`src/rtl/decoder_4_16.sv`:
```
// 4-to-16 one-hot decoder with registered copy, last-index and valid flops.
// Optional sticky seen-mask enabled by defining DECODER_4_16_SEEN_MASK_EN.
module decoder_4_16 #(
    parameter bit ACTIVE_LOW = 1'b0
) (
    input  logic        clk,
    input  logic        rst,
    input  logic        en,
    input  logic [3:0]  in,
    output logic [15:0] out,
    output logic [15:0] out_q,
    output logic [3:0]  idx_q,
    output logic        valid_q,
    output logic [15:0] seen_q
);

    localparam logic [15:0] INACTIVE = ACTIVE_LOW ? 16'hFFFF : 16'h0000;

    logic [15:0] onehot;
    logic [15:0] out_d;
    logic [3:0]  idx_d;
    logic        valid_d;

    // Active-high one-hot of the input code, all-zero when disabled.
    always_comb begin
        onehot = 16'h0000;
        if (en) begin
            onehot = 16'h0001 << in;
        end
    end

    assign out = ACTIVE_LOW ? ~onehot : onehot;

    // Next-state for the registered outputs; idx holds while disabled.
    always_comb begin
        out_d   = out;
        valid_d = en;
        idx_d   = idx_q;
        if (en) begin
            idx_d = in;
        end
    end

    // Registered outputs; reset wins over en and in.
    always_ff @(posedge clk) begin
        if (rst) begin
            out_q   <= INACTIVE;
            valid_q <= 1'b0;
            idx_q   <= 4'h0;
        end else begin
            out_q   <= out_d;
            valid_q <= valid_d;
            idx_q   <= idx_d;
        end
    end

`ifdef DECODER_4_16_SEEN_MASK_EN
    logic [15:0] seen_d;

    // Accumulate every decoded code; always active-high.
    always_comb begin
        seen_d = seen_q | onehot;
    end

    // Sticky mask register, cleared only by reset.
    always_ff @(posedge clk) begin
        if (rst) begin
            seen_q <= 16'h0000;
        end else begin
            seen_q <= seen_d;
        end
    end
`else
    assign seen_q = 16'h0000;
`endif

endmodule

```
`config.mk`:
```
export PLATFORM = sky130hd
export DESIGN_NAME = decoder_4_16
export DESIGN_NICKNAME = d
export VERILOG_FILES = /design/src/rtl/decoder_4_16.sv
export SDC_FILE = /design/constraint.sdc
export NUM_CORES = 1
export LEC_CHECK = 0
export CAP_MARGIN = 20
export CORE_AREA = 4 4 59 61
export CTS_BUF_LIST = sky130_fd_sc_hd__clkbuf_4
export CTS_CLUSTER_DIAMETER = 150
export DETAILED_ROUTE_END_ITERATION = 12
export DIE_AREA = 0 0 63 65
export GPL_TIMING_DRIVEN = 0
export PLACE_DENSITY = 0.8
export SYNTH_ARGS = -nofsm -noshare
export SYNTH_HDL_FRONTEND = slang
export SYNTH_SLANG_ARGS = --single-unit
```
`constraint.sdc`:
```
create_clock -name clk -period 1 [get_ports clk]
set_clock_uncertainty 0.1 [all_clocks]
set_input_delay 0.1 -clock clk [delete_from_list [all_inputs] [get_ports clk]]
set_output_delay 0.1 -clock clk [all_outputs]
set_load 0.1 [all_outputs]
```
-- Yosys cells after proc, flatten, opt, wreduce, memory -nomap -nowiden
Index checks and enable logic that the tools add are counted.
- shift operators: 1
- muxes and demuxes: 1
- operators by type and width (operator ; number):
    $mux 16 ; 1
    $shl 1x4->16 const A ; 1
- input bits: 7
- output and inout bits: 53
- logic and storage cells: 5
- flip-flop bits (word level): 21

-- Longest topological paths before layout
Gate-level depths: netlist (run 1).
- word-level depth: 2
- depth in mapped cells: 3
- gate-level depth less buffers: 2

-- Least setup slack after synthesis (run 1)
No wires, ideal clock.
- path type: input-to-output
- from: input en
- to: output out[12]
- stages: 3
- slack: -1.686 ns
- buffers on the path: 1
- arrival time: 2.486 ns
- data required time: 0.800 ns
- cell sequence: buf_2 > nand3_1 > nor3_1
- word-level cells in the longest chain between the ends: 1
- ends and longest elaborated chain (what ; RTL line ; text):
    from (decl) ; 8 ; input logic en,
    $mux 16 ; 27 ; if (en) begin
    to (decl) ; 10 ; output logic [15:0] out,
No other way between the ends.

-- Worst setup path in the final report (run 1)
- from: input in[3]
- to: output out[4]
- word-level cells in the longest chain between the ends: 2
- ends and longest elaborated chain (what ; RTL line ; text):
    from (decl) ; 9 ; input logic [3:0] in,
    $shl 1x4->16 ; 28 ; onehot = 16'h0001 << in;
    $mux 16 ; 27 ;
No other way between the ends.

==> results.md, run 1 <==
* Status: complete, but fails checks
* Failing checks: negative setup slack
* Register area at 457 µm²
* Top cells by area, synth: dfxtp_1, buf_4, nor2_1
* Layout cells sized above 1 at 0.742
* Nets at 186
* WHS Endpoint: out_q[8]
* Synth top area share at 0.486
* Clk buf depth at 2
* Number of diodes at 0
* Core area at 2980 µm²
* Site Rows at 20
* Seq/Total Area, Yosys at 0.486
* Antenna Violating Nets Remaining at 0
* Vias per Instance at 4.43
* Area of the multi-input gates at 552 µm²
* R2R setup slack at 0.23 ns
* Port Buffers at 43
* Post-Synth Adder-Cell Area at 0
* Worst EP required at 0.80 ns
* Hold Vio Cnt, Final at 0
* Final setup viols at 37
* Die Area at 4100 µm²
* Final HPWL DP at 1.94 mm
* Max VDD drop at 0.612 mV
* Synthesized area at 865 µm²
* Post-Synth XOR/XNOR Area at 0
* WHS Path Cells at 3
* Final Cell Area at 2270 µm²
* FMAX at 0.771 GHz
* Gate Count Post-Synth at 97
* CTS clk-pin slew, worst paths at 0.11 ns
* Vert. Die Dim at 65 µm
* Root Buffer: clkbuf_4
* Cells along the critical path: buf_12, or4b_4, nor2_4, buf_12
* Top FF cell, synth: dfxtp_1
* RSZ-0062 raised after global routing: yes
* Asr flop ratio synth at 0
* Worst-Skew Late Latency at 0.31 ns
* CTS tree: built
* Vias in the first global route at 1000
* Most frequent CP cell: buf_12
* Reg-to-reg startpoint: idx_q[0]
* Netlist cell types at 18
* Crit path launch type: input port
* Max cap viols at 0
* Syn avg cell area at 8.91 µm²
* WL/cell at 15.0 µm
* Drt drc at 0
* DRT iter0 DRCs at 17
* Initial antenna violation count at 0
* # clock sinks at 21
* CP top delay family: simple AND/OR/NAND/NOR gates
* Pwr dens at 992 nW/µm²
* DRT Wirelength at 3.16 mm
* Crit. Startpoint: in[3]
* P_leak at 0.000957 µW
* CP max stage delay at 0.58 ns
* Compound-gate portion of the synthesized area at 0
* R2r endpoint: idx_q[0]
* # IOs at 60
* EDFF count, synth at 0
* Post-Synth Simple-Gate Area at 0.297
* Logic pwr share at 0.419
* Most frequent cells after synthesis: nor2_1, dfxtp_1, buf_4
* Sequential share of power at 0.386
* DRT Pass-1 Iters at 4
* Hold_sp: in[0]
* Crit path buf inv count at 2
* Clk pwr share at 0.195
* #FFs+latches synth at 21
* Post-DP Area at 1680 µm²
* H-tree depth at 1
* GPL Wtd Cong at 0.784
* Most common cell in the netlist: nor2_1
* Mux cell area share after synthesis at 0.0463
* Fillers at 181
* Pint at 1340 µW
* Largest net degree at the start of global routing at 12
* Crit path max-delay cell type: or4b_4
* Worst path arrival time at 1.10 ns
* P&R area growth vs syn at 163%
* Worst Slack Setup Final at -0.296 ns
* Crit. End Element: primary output
* Leading area contributor after synthesis: dfxtp_1
* Cts bufs inserted at 3
* Largest family of logic cells by synthesized area: simple AND/OR/NAND/NOR gates
* Period utilization at 1.30
* Horiz. Die Dim at 63 µm
* Initial Utilization at 0.290
* Final Max Slew Viols at 0
* Net Sw Frac at 0.406
* Setup CP Type: input port to primary output
* Yosys warns at 0
* Worst hold path class: input port to register
* Reg2Reg Depth at 2
* First-pass GRT wire length at 5.10 mm
* Global Route Usage Sum at 0.162
* Vias post-DR at 935
* Gr ovfl total at 0
* Pre-CTS setup slack at -1.88 ns
* NetSw at 915 µW
* Minimum clock period at 1.30 ns
* CP max FO at 3
==> worst max path at each step <==
stage          slack [ns]  cells past startpoint  endpoint
2_1_floorplan       -0.57                      3    out[8]
3_3_place_gp        -1.89                      5    out[8]
3_5_place_dp        -1.88                      5    out[8]
4_1_cts             -0.29                      4    out[4]
5_1_grt             -0.32                      4    out[4]
6_report            -0.30                      4    out[4]
==> cell usage in the layout (no fill, tap or decap), types with 2 or more instances in the layout <==
master,Yosys,final
mux2i_1,4,4
nor2_1,28,14
nand4b_1,2,2
clkbuf_16,0,2
dfxtp_2,0,17
nor3_4,0,2
buf_4,16,34
nor2_4,0,14
nor3_1,7,5
buf_12,0,40
conb_1,1,16
buf_6,0,4
clkbuf_4,0,5
dfxtp_4,0,4
nand2b_4,0,2
nand4bb_4,0,2
==> registers in the layout, summed over array words and instances (netlist names) <==
register / count
idx_q: 4
out_q: 16
valid_q: 1
==> worst reg2reg max path, stage by stage, from the launching register on <==
cell	delay, ns
dfxtp_4	0.38
mux2i_1	0.15
nor2_1	0.06
==> cell families (layout without fill, tap and decap cells) <==
group	after synthesis	count (layout)
DFF	21	21
buffers and inverters	22	88
and+or+nand+nor	49	49
other	1	16
muxes	4	4
==> what timing repair did <==
action,in CTS,in global routing
hold buffers,0,0
resized for setup,371,4
buffers inserted,18,1
endpoints found under the setup margin,57,41
pin swaps,10,1
==> power groups by stage <==
stage	Sequential, µW	Clock (µW)	Combinational, µW
5_1_grt	871	473	974
3_5_place_dp	877	0	798
4_1_cts	869	449	924
3_3_place_gp	877	0	793
6_report	870	439	943
2_1_floorplan	1010	0	547
==> routing by layer <==
layer  up-vias  track usage  part of all wire
met5         -            0                 0
met4         0       0.0496            0.0063
met2        53        0.318              0.55
met1       436        0.164              0.35
met3         2       0.0468             0.086
li1        444            -                 -
==> final cells by class <==
cell class                 count  area share
sequential                    21       0.201
multi-input combinational     69       0.243
inverter                       1     0.00331
tap                           33      0.0182
timing repair buffer          62       0.428
buffer                        21      0.0932
clock buffer                   4      0.0132
==> metrics by stage <==
| step | std cells | util | total power, µW | setup TNS, ns | hold slack, ns |
|---|---|---|---|---|---|
| 6_report | 211 | 0.762 | 2250 | -4.07 | 0.0422 |
| 2_1_floorplan | 112 | - | 1560 | -4.28 | 0.146 |
| 3_3_place_gp | 188 | 0.564 | 1670 | -50.15 | 0.382 |
| 3_5_place_dp | 188 | 0.564 | 1670 | -50.75 | 0.393 |
| 4_1_cts | 210 | 0.754 | 2240 | -3.64 | 0.0253 |
| 5_1_grt | 211 | 0.762 | 2320 | -5.16 | 0.0343 |
No activity file was read; power rests on OpenSTA's default activity.
==> inputs of run 2 (changes only) <==
--- a/config.mk
+++ b/config.mk
@@ -6,11 +6,11 @@
 export NUM_CORES = 1
 export LEC_CHECK = 0
 export CAP_MARGIN = 20
-export CORE_AREA = 4 4 59 61
+export CORE_AREA = 2 2 57 59
 export CTS_BUF_LIST = sky130_fd_sc_hd__clkbuf_4
 export CTS_CLUSTER_DIAMETER = 150
 export DETAILED_ROUTE_END_ITERATION = 12
-export DIE_AREA = 0 0 63 65
+export DIE_AREA = 0 0 59 61
 export GPL_TIMING_DRIVEN = 0
 export PLACE_DENSITY = 0.8
 export SYNTH_ARGS = -nofsm -noshare
==> run 2 against run 1 <==
Net effect: the flow still finishes with violations (negative setup slack); global-route usage grew 1.3 points; fmax grew 0.49%; first-iteration DRC count increased by 41%; highest routed layer unchanged.
==> results.md, run 2 (same netlist as run 1, synthesis figures left out) <==
* Status: complete, but fails checks
* Failing checks: negative setup slack
* Final setup viols at 37 (unchanged)
* Vias in the first global route at 909 (-9.1%)
* Root Buffer: clkbuf_4
* Worst EP required at 0.80 ns (about the same)
* Die Area at 3600 µm² (-12%)
* GPL Wtd Cong at 0.789 (+0.52%)
* WHS Path Cells at 3 (unchanged)
* Core area at 2950 µm² (-0.84%)
* FMAX at 0.775 GHz (+0.49%)
* Setup CP Type: input port to primary output
* Crit path max-delay cell type: or4b_4
* Most flop-heavy register: out_q
* Worst Slack Setup Final at -0.290 ns (+0.00633 ns)
* Port Buffers at 43 (unchanged)
* Initial Utilization at 0.293 (+0.00246)
* # clock sinks at 21 (unchanged)
* Pwr dens at 985 nW/µm² (-0.73%)
* Horiz. Die Dim at 59 µm (-6.3%)
* DRT Wirelength at 3.08 mm (-2.4%)
* Vias post-DR at 923 (-1.3%)
* Gr ovfl total at 0 (unchanged)
* Vias per Instance at 4.29 (-3.1%)
* Largest regs: out_q (16), idx_q (4), valid_q (1)
* Final HPWL DP at 1.82 mm (-6.4%)
* Antenna Violating Nets Remaining at 0 (unchanged)
* Hold_buf cts at 0 (unchanged)
* Hold slack at 0.00605 ns (-0.0361 ns)
* # IOs at 60 (unchanged)
* Global Route Usage Sum at 0.176 (+0.0131)
* Minimum clock period at 1.29 ns (-0.00633 ns)
* Nets at 190 (+2.2%)
* Fillers at 180 (-0.55%)
* Cells along the critical path: buf_12, or4b_4, nor2_4, buf_12
* Cts bufs inserted at 3 (unchanged)
* Site Rows at 20 (unchanged)
* GR peak layer: met2
* WL/cell at 14.3 µm (-4.2%)
* First-pass GRT wire length at 4.54 mm (-11%)
* Layout cells sized above 1 at 0.753 (+0.0112)
* Hold_sp: in[2]
* Register area at 457 µm² (unchanged)
* Crit. End Element: primary output
* Vert. Die Dim at 61 µm (-6.2%)
* Hold Vio Cnt, Final at 0 (unchanged)
* Most frequent CP cell: buf_12
* CTS tree: built
* Largest net degree at the start of global routing at 12 (unchanged)
* Period utilization at 1.29 (-0.00633)
* Reg2Reg Depth at 3 (+1)
* CP max stage delay at 0.58 ns (about the same)
* Overall Power at 2270 µW (+0.69%)
* H-tree depth at 1 (unchanged)
* Worst-Skew Late Latency at 0.31 ns (about the same)
* WHS Endpoint: out_q[4]
* Most frequent cells in the layout: buf_12, buf_4, dfxtp_2
* Most common cell after layout, fill and taps aside: buf_12
* Max VDD drop at 0.607 mV (-0.79%)
* M1 GR Usage at 0.168 (+0.00382)
* CTS clk-pin slew, worst paths at 0.12 ns (about the same)
* DRT iter0 DRCs at 24 (+7)
* Final Cell Area at 2300 µm² (+1.4%)
* GR Layer Usage met2 at 0.362 (+0.0444)
* Crit path launch type: input port
* R2r endpoint: idx_q[0]
* Post-DP Area at 1680 µm² (unchanged)
* Max reg flops at 16 (unchanged)
* Max cap viols at 0 (unchanged)
* Drt drc at 0 (unchanged)
* Worst hold path class: input port to register
* Number of diodes at 0 (unchanged)
* DRT Pass-1 Iters at 4 (unchanged)
* P_leak at 0.000976 µW (+2.0%)
* RSZ-0062 raised after global routing: yes
* Clk buf depth at 2 (unchanged)
* Reg-to-reg startpoint: idx_q[0]
* P&R area growth vs syn at 166%
* R2R setup slack at 0.10 ns (-0.13 ns)
* Final Max Slew Viols at 0 (unchanged)
* Worst path arrival time at 1.09 ns (about the same)
* Area of the multi-input gates at 554 µm² (+0.45%)
* Met3 usage at 0.0405 (-0.00628)
* CP max FO at 3 (unchanged)
* Initial antenna violation count at 0 (unchanged)
[run 2: per-layer routing]
metal,routed length (µm),part of all wire
met5,0,0
met1,1020,0.33
met2,1820,0.59
met3,207,0.067
met4,32,0.010
[run 2: worst max-delay path: cells and delay by family]
family        cells  cell delay [ns]
simple gates      2             0.70
buf+inv           2             0.28
[run 2: timing repair]
item | 4_1_cts | 5_1_grt
pin swaps | 9 | 6
setup buffers | 15 | 8
gates resized for setup | 371 | 7
endpoints found under the setup margin | 57 | 41
[run 2: worst max-delay path by stage]
stage	start	endpoint	slack, ns	depth (start not counted)
after floorplan	en	out[8]	-0.57	3
after global placement	en	out[8]	-1.88	5
after detailed placement	en	out[8]	-1.89	5
after CTS	in[3]	out[4]	-0.29	4
after global routing	in[3]	out[4]	-0.32	4
final	in[3]	out[4]	-0.29	4
[run 2: report_power, final]
part | leakage, µW | internal [µW] | switching [µW]
sequential | 0.000181 | 852 | 17.6
clock | 0.0000184 | 183 | 261
combinational | 0.000776 | 310 | 644
total | 0.000976 | 1350 | 922
[run 2: area by class of cell]
type,instances,area share
Timing Repair Buffer,66,0.436
Sequential cell,21,0.198
Buffer,21,0.0908
Clock buffer,4,0.0130
Inverter,1,0.00326
Multi-Input combinational cell,69,0.241
Tap cell,33,0.0179
[run 2: metrics by stage]
step                 util  setup slack (ns)  std cells  setup TNS (ns)
floorplan               -            -0.567        112           -4.28
global placement    0.569             -1.88        188          -49.98
detailed placement  0.569             -1.89        188          -50.79
CTS                 0.754            -0.291        207           -3.46
global route        0.780            -0.319        215           -4.95
finish              0.780            -0.290        215           -3.83
==> inputs of run 3 (changes only) <==
--- a/config.mk
+++ b/config.mk
@@ -11,7 +11,6 @@
 export CTS_CLUSTER_DIAMETER = 150
 export DETAILED_ROUTE_END_ITERATION = 12
 export DIE_AREA = 0 0 59 61
-export GPL_TIMING_DRIVEN = 0
 export PLACE_DENSITY = 0.8
 export SYNTH_ARGS = -nofsm -noshare
 export SYNTH_HDL_FRONTEND = slang
==> run 3 against run 2 <==
Net effect: the flow still finishes with violations (negative setup slack); wire length shrank 2.9%; via count decreased by 1.1%; first-iteration DRC count is 42% lower; non-clock buffer count down 12; sequential share of layout area up 1.1 points; clock power fell by 6.3%; total power is 3.3% lower; fmax up 1.2%; flip-flop and latch count is the same; final cell count decreased by 5.6%; global-route usage rose by 0.36 points; critical path type unchanged; highest routed layer unchanged.
==> results.md, run 3 (same netlist as run 1, synthesis figures left out) <==
* Status: complete, but fails checks
* Failing checks: negative setup slack
* Hold Vio Cnt, Final at 0 (unchanged)
* GPL Wtd Cong at 0.795 (+0.79%)
* Reg-to-reg startpoint: idx_q[1]
* Max VDD drop at 0.544 mV (-10%)
* Gr ovfl total at 0 (unchanged)
* R2r endpoint: idx_q[1]
* Layout cells sized above 1 at 0.729 (-0.0233)
* Die Area at 3600 µm² (unchanged)
* Global Route Usage Sum at 0.179 (+0.00364)
* # clock sinks at 21 (unchanged)
* P&R area growth vs syn at 152%
* Final Max Slew Viols at 0 (unchanged)
* # IOs at 60 (unchanged)
* Drt drc at 0 (unchanged)
* Core area at 2950 µm² (unchanged)
* FMAX at 0.785 GHz (+1.2%)
* Initial Utilization at 0.293 (unchanged)
* Root Buffer: clkbuf_4
* DRT Wirelength at 2.99 mm (-2.9%)
* Largest net degree at the start of global routing at 13 (+1)
* Crit path launch type: input port
* WL/cell at 14.7 µm (+2.9%)
* WHS Endpoint: valid_q
* Reg2Reg Depth at 2 (-1)
* Period utilization at 1.27 (-0.0158)
* Nets at 178 (-6.3%)
* RSZ-0062 raised after global routing: yes
* CTS clk-pin slew, worst paths at 0.12 ns (about the same)
* Hold_sp: en
* Utilization after layout at 0.739 (-0.0407)
* Clk buf depth at 2 (unchanged)
* Vias in the first global route at 978 (+7.6%)
* Post-Layout Cell Count at 203 (-5.6%)
* Horiz. Die Dim at 59 µm (unchanged)
* DRT Pass-1 Iters at 4 (unchanged)
* Number of diodes at 0 (unchanged)
* DRT iter0 DRCs at 14 (-42%)
* Setup CP Type: input port to primary output
* R2R setup slack at 0.23 ns (+0.13 ns)
* Most frequent cells in the layout: buf_12, buf_4, dfxtp_2
* Worst path arrival time at 1.07 ns (-0.02 ns)
* Vert. Die Dim at 61 µm (unchanged)
* Hold_buf cts at 0 (unchanged)
* Site Rows at 20 (unchanged)
* Most common cell after layout, fill and taps aside: buf_12
* Worst hold path class: input port to register
* Worst-Skew Late Latency at 0.31 ns (about the same)
* Largest regs: out_q (16), idx_q (4), valid_q (1)
* Initial antenna violation count at 0 (unchanged)
* Crit. End Element: primary output
* WHS Path Cells at 3 (unchanged)
* Placed Cells incl. Taps at 191 (+1.6%)
* Max reg flops at 16 (unchanged)
* Final setup viols at 37 (unchanged)
* Port Buffers at 43 (unchanged)
* Worst EP required at 0.80 ns (about the same)
* CP max FO at 3 (unchanged)
* Minimum clock period at 1.27 ns (-0.0158 ns)
* Worst Slack Setup Final at -0.274 ns (+0.0158 ns)
* Cts bufs inserted at 3 (unchanged)
* Antenna Violating Nets Remaining at 0 (unchanged)
* H-tree depth at 1 (unchanged)
* Overall Power at 2190 µW (-3.3%)
* P_leak at 0.000893 µW (-8.5%)
* Fillers at 199 (+11%)
* Hold slack at 0.0290 ns (+0.0230 ns)
* Final HPWL DP at 2.25 mm (+24%)
* Vias post-DR at 913 (-1.1%)
* Vias per Instance at 4.50 (+4.8%)
* First-pass GRT wire length at 4.64 mm (+2.3%)
* Pwr dens at 1010 nW/µm² (+2.1%)
* Most flop-heavy register: out_q
* Max cap viols at 0 (unchanged)
* CTS tree: built
## run 3: cell types whose count changed in the layout (fill, tap and decap cells not counted), moves of 2 or more
cell and delta:
buf_6 +5, clkbuf_16 -2, buf_8 +3, buf_12 -2
buf_4 -15
## run 3: layout make-up
cell class	instances	area, µm²	share of cell area
tap	33	41.3	0.0189
multi-input combinational	69	552	0.253
timing repair buffer	75	1100	0.503
clock inverter	1	5.00	0.00229
clock buffer	3	22.5	0.0103
inverter	1	7.51	0.00344
sequential	21	457	0.209
## run 3: how the worst max path moves through the flow
stage | slack (ns) | to | from
detailed placement | -0.69 | out[7] | in[0]
CTS | -0.31 | out[0] | in[0]
global route | -0.30 | out[0] | in[0]
floorplan | -0.57 | out[8] | en
global placement | -0.66 | out[4] | en
finish | -0.27 | out[0] | in[0]
## run 3: metal layers
layer	share of wire	track usage
met1	0.34	0.179
met2	0.57	0.351
met3	0.059	0.0405
met4	0.029	0.0812
met5	0	0
## run 3: power by group
part	switching, µW	internal [µW]	total [µW]	leakage (µW)
registers	17.5	852	869	0.000181
clock network	267	150	416	0.0000177
logic	637	270	908	0.000694
## run 3: repair_timing
action / in CTS / in global routing
pin swaps: 13 / 3
setup buffers: 8 / 0
endpoints found under the setup margin: 55 / 37
resized for setup: 43 / 2
## run 3: worst max-delay path, stage by stage
cell and delay, ns:
buf_6 0.09, or4b_4 0.58, nor2_4 0.12, buf_12 0.18
## run 3: through the flow
step                      worst slack (ns)  setup TNS [ns]  cell area, µm²
after floorplan                     -0.567           -4.28            1210
after global placement              -0.661          -18.27            2020
after detailed placement            -0.690          -19.79            2020
after CTS                           -0.306           -3.52            2170
after global routing                -0.295           -4.73            2180
final                               -0.274           -3.28            2180
==> RTL change 1, RTL diff (settings of run 1) <==
The parameter `ACTIVE_LOW` goes from 1'b0 to 1'b1.
--- a/src/rtl/decoder_4_16.sv
+++ b/src/rtl/decoder_4_16.sv
@@ -1,7 +1,7 @@
 // 4-to-16 one-hot decoder with registered copy, last-index and valid flops.
 // Optional sticky seen-mask enabled by defining DECODER_4_16_SEEN_MASK_EN.
 module decoder_4_16 #(
-    parameter bit ACTIVE_LOW = 1'b0
+    parameter bit ACTIVE_LOW = 1'b1
 ) (
     input  logic        clk,
     input  logic        rst,
Behaviour: not the same (a bounded check fails within 4 cycles, from zero or initial values and one cycle with rst high).
==> RTL change 1 against run 1 <==
- the run still ends with setup timing left
- worst setup slack improved by 0.13 ns
- combinational power hardly changed
- synthesized area rose by 6.5%
- total power shrank 1.2%
- register-to-register slack better by 0.03 ns
- via count fell by 0.21%
- sequential power about the same
- sequential cell count unchanged
- wire length decreased by 2.7%
- fmax grew 11%
- design area rose by 0.22%
- largest power group unchanged
- highest routed layer unchanged
==> RTL change 1: results (changes against run 1) <==
| Metric | Value |
|---|---|
| Number of I/O port buffers | `42 (was 43)` |
| Fraction of area in clock buffers and inverters | `1.21% (was 1.32%)` |
| DRC violation total after the first TritonRoute iteration | `20 (was 17)` |
| Number of non-clock inverters in the layout | `0 (was 1)` |
| Number of multi-input combinational cells in the layout | `70 (was 69)` |
| Crit path DAT | `0.97 ns (was 1.10 ns)` |
| Result of the run | `finished with violations (unchanged)` |
| Critical path destination | `out[0] (was out[4])` |
| Global-route usage over all layers | `15.2% (was 16.2%)` |
| Slowest library cell on the worst path | `nor4b_4 (was or4b_4)` |
| Launching point of the worst reg2reg path | `idx_q[1] (was idx_q[0])` |
| Int Pwr | `1.32 mW (was 1.34 mW)` |
| Highest ir drop seen on vdd | `0.000558 V (was 0.000612 V)` |
| Final number of setup-violating endpoints | `37 (unchanged)` |
| Maximum number of pins on one net before global-route repair | `13 (was 12)` |
| Layout cells sized above 1 | `74.9% (was 74.2%)` |
| Family with the most delay on the worst path | `buffers and inverters (was simple AND/OR/NAND/NOR gates)` |
| Accumulated negative setup slack | `-2.34 ns (was -4.07 ns)` |
| Static Leak | `1.12 nW (was 0.957 nW)` |
| Iteration count of the initial detailed-routing pass | `5 (was 4)` |
| FILL cells | `179 (was 181)` |
| Number of hold buffers added after cts | `3 (was 0)` |
| Multi-input gate area in the final layout | `539 um^2 (was 552 um^2)` |
| Synth cell types | `19 (was 18)` |
| Delay contributed by the slowest stage of the critical path | `0.25 ns (was 0.58 ns)` |
| Routability cong. | `0.711 (was 0.784)` |
| Fraction of cell area in non-clock buffers | `53.2% (was 52.1%)` |
| Number of nets in the final layout | `191 (was 186)` |
| Destination of the worst register-to-register timing path | `idx_q[1] (was idx_q[0])` |
| Dpl hpwl | `1870 um (was 1940 um)` |
| Start point of the critical path | `in[1] (was in[3])` |
| Net switching power | `0.905 mW (was 0.915 mW)` |
| Worst Slack Setup Final | `-0.166 ns (was -0.296 ns)` |
| Placed instance area | `1610 um^2 (was 1680 um^2)` |
| Via count of the first global-routing pass | `972 (was 1000)` |
| Violated checks | `setup timing (unchanged)` |
| Synth top area cells | `dfxtp_1 (46%), buf_4 (14%), nand2_1 (9.8%), mux2i_1 (4.3%), and4bb_4 (3.5%) (was dfxtp_1 (49%), buf_4 (14%), nor2_1 (12%), mux2i_1 (4.6%), nor3_1 (4.1%))` |
| Detailed-route via count | `933 (was 935)` |
==> RTL change 1: cell count changes in the layout (fill, tap and decap cells not counted), sizes merged, moves of 2 or more <==
cell / change
and4b: +2
nand2: +23
clkbuf: -4
nor3: -8
nor2: -22
nand4bb: -3
nand3: +3
dlygate4sd3: +3
buf: +5
and4bb: +3
nand4b: -2
and2b: +2
==> RTL change 1: how the worst min path moves through the flow <==
stage / depth (start not counted) / slack, ns / endpoint
2_1_floorplan: 2 / 0.12 / out_q[0]
3_3_place_gp: 2 / 0.28 / idx_q[2]
3_5_place_dp: 2 / 0.29 / idx_q[2]
4_1_cts: 4 / 0.03 / out_q[8]
5_1_grt: 4 / 0.01 / out_q[4]
6_report: 4 / 0.02 / out_q[0]
==> RTL change 1: routing by layer <==
layer	vias to the layer above	GRT usage, %	wire length [um]
li1	451	-	-
met1	428	16.5	1090
met2	48	28.1	1700
met3	6	3.99	209
met4	0	5.79	69
met5	-	0	0
==> RTL change 1: power by group through the flow <==
stage	Clock (mW)	Sequential (mW)	Combinational, mW
after floorplan	0	1.01	0.523
after global placement	0	0.877	0.757
after detailed placement	0	0.877	0.762
after CTS	0.419	0.869	0.910
after global routing	0.476	0.871	0.973
final	0.415	0.869	0.941
==> RTL change 1: worst min-delay path, delay by kind of cell <==
family	cells	cell delay, ns
AND/OR/NAND/NOR	2	0.09
buffers and inverters	2	0.22
==> RTL change 1: cells by family (layout without fill, tap and decap cells) <==
group | after synthesis | count (layout) | synth area share, %
buffers and inverters | 21 | 92 | 17.4
multiplexers | 4 | 4 | 4.35
AND/OR/NAND/NOR | 50 | 50 | 32.2
flip-flops | 21 | 21 | 45.7
other | 1 | 16 | 0.407
==> RTL change 2, RTL diff (config.mk and constraints of run 1) <==
Without the edit above. The output `out_q` loses its register stage (`out_q` becomes a continuous assignment).
--- a/src/rtl/decoder_4_16.sv
+++ b/src/rtl/decoder_4_16.sv
@@ -44,15 +44,15 @@
     // Registered outputs; reset wins over en and in.
     always_ff @(posedge clk) begin
         if (rst) begin
-            out_q   <= INACTIVE;
             valid_q <= 1'b0;
             idx_q   <= 4'h0;
         end else begin
-            out_q   <= out_d;
             valid_q <= valid_d;
             idx_q   <= idx_d;
         end
     end
+
+    assign out_q = out_d;
 
 `ifdef DECODER_4_16_SEEN_MASK_EN
     logic [15:0] seen_d;
Behaviour: not the same (a bounded check fails within 4 cycles, from zero or initial values and one cycle with rst high).
==> RTL change 2 against run 1 <==
- the run still ends with setup timing left
- core utilization fell by 1.7 points
- sequential share of layout area fell by 15 points
- sequential cell count down 16
- wire length decreased by 7.2%
- design area decreased by 2.2%
- total power is 32% lower
- synthesized area fell by 35%
- first-iteration DRC count shrank 53%
- worst setup slack better by 0.042 ns
==> RTL change 2: results (changes against run 1) <==
| Metric | Value |
|---|---|
| Synth top area cells | `buf_4 (44%), dfxtp_1 (18%), nor2_1 (6.0%), mux2i_1 (5.4%), nor3_1 (5.4%) (was dfxtp_1 (49%), buf_4 (14%), nor2_1 (12%), mux2i_1 (4.6%), nor3_1 (4.1%))` |
| R2r setup slk | `0.26 ns (was 0.23 ns)` |
| Family with the most delay on the worst path | `buffers and inverters (was simple AND/OR/NAND/NOR gates)` |
| Dpl hpwl | `1680 um (was 1940 um)` |
| Worst setup timing slack at the placement stage | `-1.94 ns (was -1.88 ns)` |
| Fraction of cell area in non-clock buffers | `69.4% (was 52.1%)` |
| Crit path DAT | `1.05 ns (was 1.10 ns)` |
| Result of the run | `finished with violations (unchanged)` |
| Number of I/O port buffers | `42 (was 43)` |
| Latest clock arrival within the worst-skew pair | `0.24 ns (was 0.31 ns)` |
| First-pass GRT wire length | `4580 um (was 5100 um)` |
| Layout cells sized above 1 | `82.9% (was 74.2%)` |
| Wire per inst | `14.9 um (was 15.0 um)` |
| Compound-cell area share of the yosys netlist | `0.895% (was 0%)` |
| Met2 track demand over resource in global routing | `26.6% (was 31.8%)` |
| Highest ir drop seen on vdd | `0.000575 V (was 0.000612 V)` |
| Worst-case hold slack | `0.144 ns (was 0.0422 ns)` |
| Via count of the first global-routing pass | `834 (was 1000)` |
| Number of non-clock inverters in the layout | `0 (was 1)` |
| Synth cell types | `16 (was 18)` |
| Fraction of area in clock buffers and inverters | `1.35% (was 1.32%)` |
| Initial core utilization | `18.8% (was 29.0%)` |
| Portion of netlist area occupied by mux cells | `5.37% (was 4.63%)` |
| Final number of setup-violating endpoints | `32 (was 37)` |
| CTS clock-pin slew for the worst setup and hold paths | `0.04 ns (was 0.11 ns)` |
| Peak fanout along the critical path | `5 (was 3)` |
| Number of nets in the final layout | `172 (was 186)` |
| Met3 WL post-DR | `185 um (was 271 um)` |
| Int Pwr | `0.753 mW (was 1.34 mW)` |
| Multi-input gate area in the final layout | `490 um^2 (was 552 um^2)` |
| Maximum number of pins on one net before global-route repair | `9 (was 12)` |
| Total number of clock tree sinks | `5 (was 21)` |
| GR Util met3 | `1.91% (was 4.68%)` |
| Slowest library cell on the worst path | `nor3_4 (was or4b_4)` |
| Static Leak | `0.980 nW (was 0.957 nW)` |
| Violated checks | `setup timing (unchanged)` |
| Iteration count of the initial detailed-routing pass | `6 (was 4)` |
| Top Registers | `idx_q x4, valid_q x1 (was out_q x16, idx_q x4, valid_q x1)` |
| Delay contributed by the slowest stage of the critical path | `0.27 ns (was 0.58 ns)` |
| DR WL met2 | `1550 um (was 1750 um)` |
| Global-route usage over all layers | `14.4% (was 16.2%)` |
| Number of multi-input combinational cells in the layout | `50 (was 69)` |
| Repair and plain buffers | `105 (was 83)` |
| Worst Slack Setup Final | `-0.254 ns (was -0.296 ns)` |
| FILL cells | `166 (was 181)` |
| Mean number of vias per cell | `4.04 (was 4.43)` |
==> RTL change 2: cell count changes in the layout (fill, tap and decap cells not counted), moves of 6 or more <==
| cell | change |
|---|---|
| dfxtp_2 | -16 |
| buf_12 | +10 |
| nor2_1 | -11 |
| buf_6 | +14 |
| nor2_4 | -8 |
| nor3_4 | +6 |
==> RTL change 2: power by group through the flow <==
| stage | Clock [mW] | Sequential [mW] | Combinational, mW |
|---|---|---|---|
| 3_3_place_gp | 0 | 0.216 | 0.864 |
| 6_report | 0.253 | 0.218 | 1.07 |
| 3_5_place_dp | 0 | 0.217 | 0.868 |
| 4_1_cts | 0.268 | 0.218 | 1.03 |
| 2_1_floorplan | 0 | 0.300 | 0.663 |
| 5_1_grt | 0.277 | 0.219 | 1.10 |
==> RTL change 2: stage by stage <==
step / TNS, ns / std cells / cell area, um^2 / util (%)
detailed placement: -62.20 / 165 / 1550 / 52.1
floorplan: -14.87 / 90 / 1090 / -
CTS: -4.92 / 190 / 2130 / 71.4
global route: -6.59 / 197 / 2220 / 74.5
global placement: -61.78 / 165 / 1550 / 52.1
finish: -5.61 / 197 / 2220 / 74.5
==> RTL change 2: final timing paths <==
| kind | startpoint | end | cells after the start |
|---|---|---|---|
| setup / recovery | in[0] | out[14] | 6 |
| hold / removal | in[3] | idx_q[3] | 4 |
| setup reg to reg | idx_q[0] | idx_q[0] | 2 |
| hold reg to reg | idx_q[1] | idx_q[1] | 2 |
==> RTL change 2: kinds of logic after synthesis <==
kind of cell,Yosys count
compound gates,1
buf+inv,35
flops,5
mux,3
other cells,1
simple gates,30
==> RTL change 2: repair_timing <==
action                     in CTS  in global routing
resized for setup             365                  9
pin swaps                      18                  9
buffers inserted               22                  7
setup endpoints to repair      41                 33
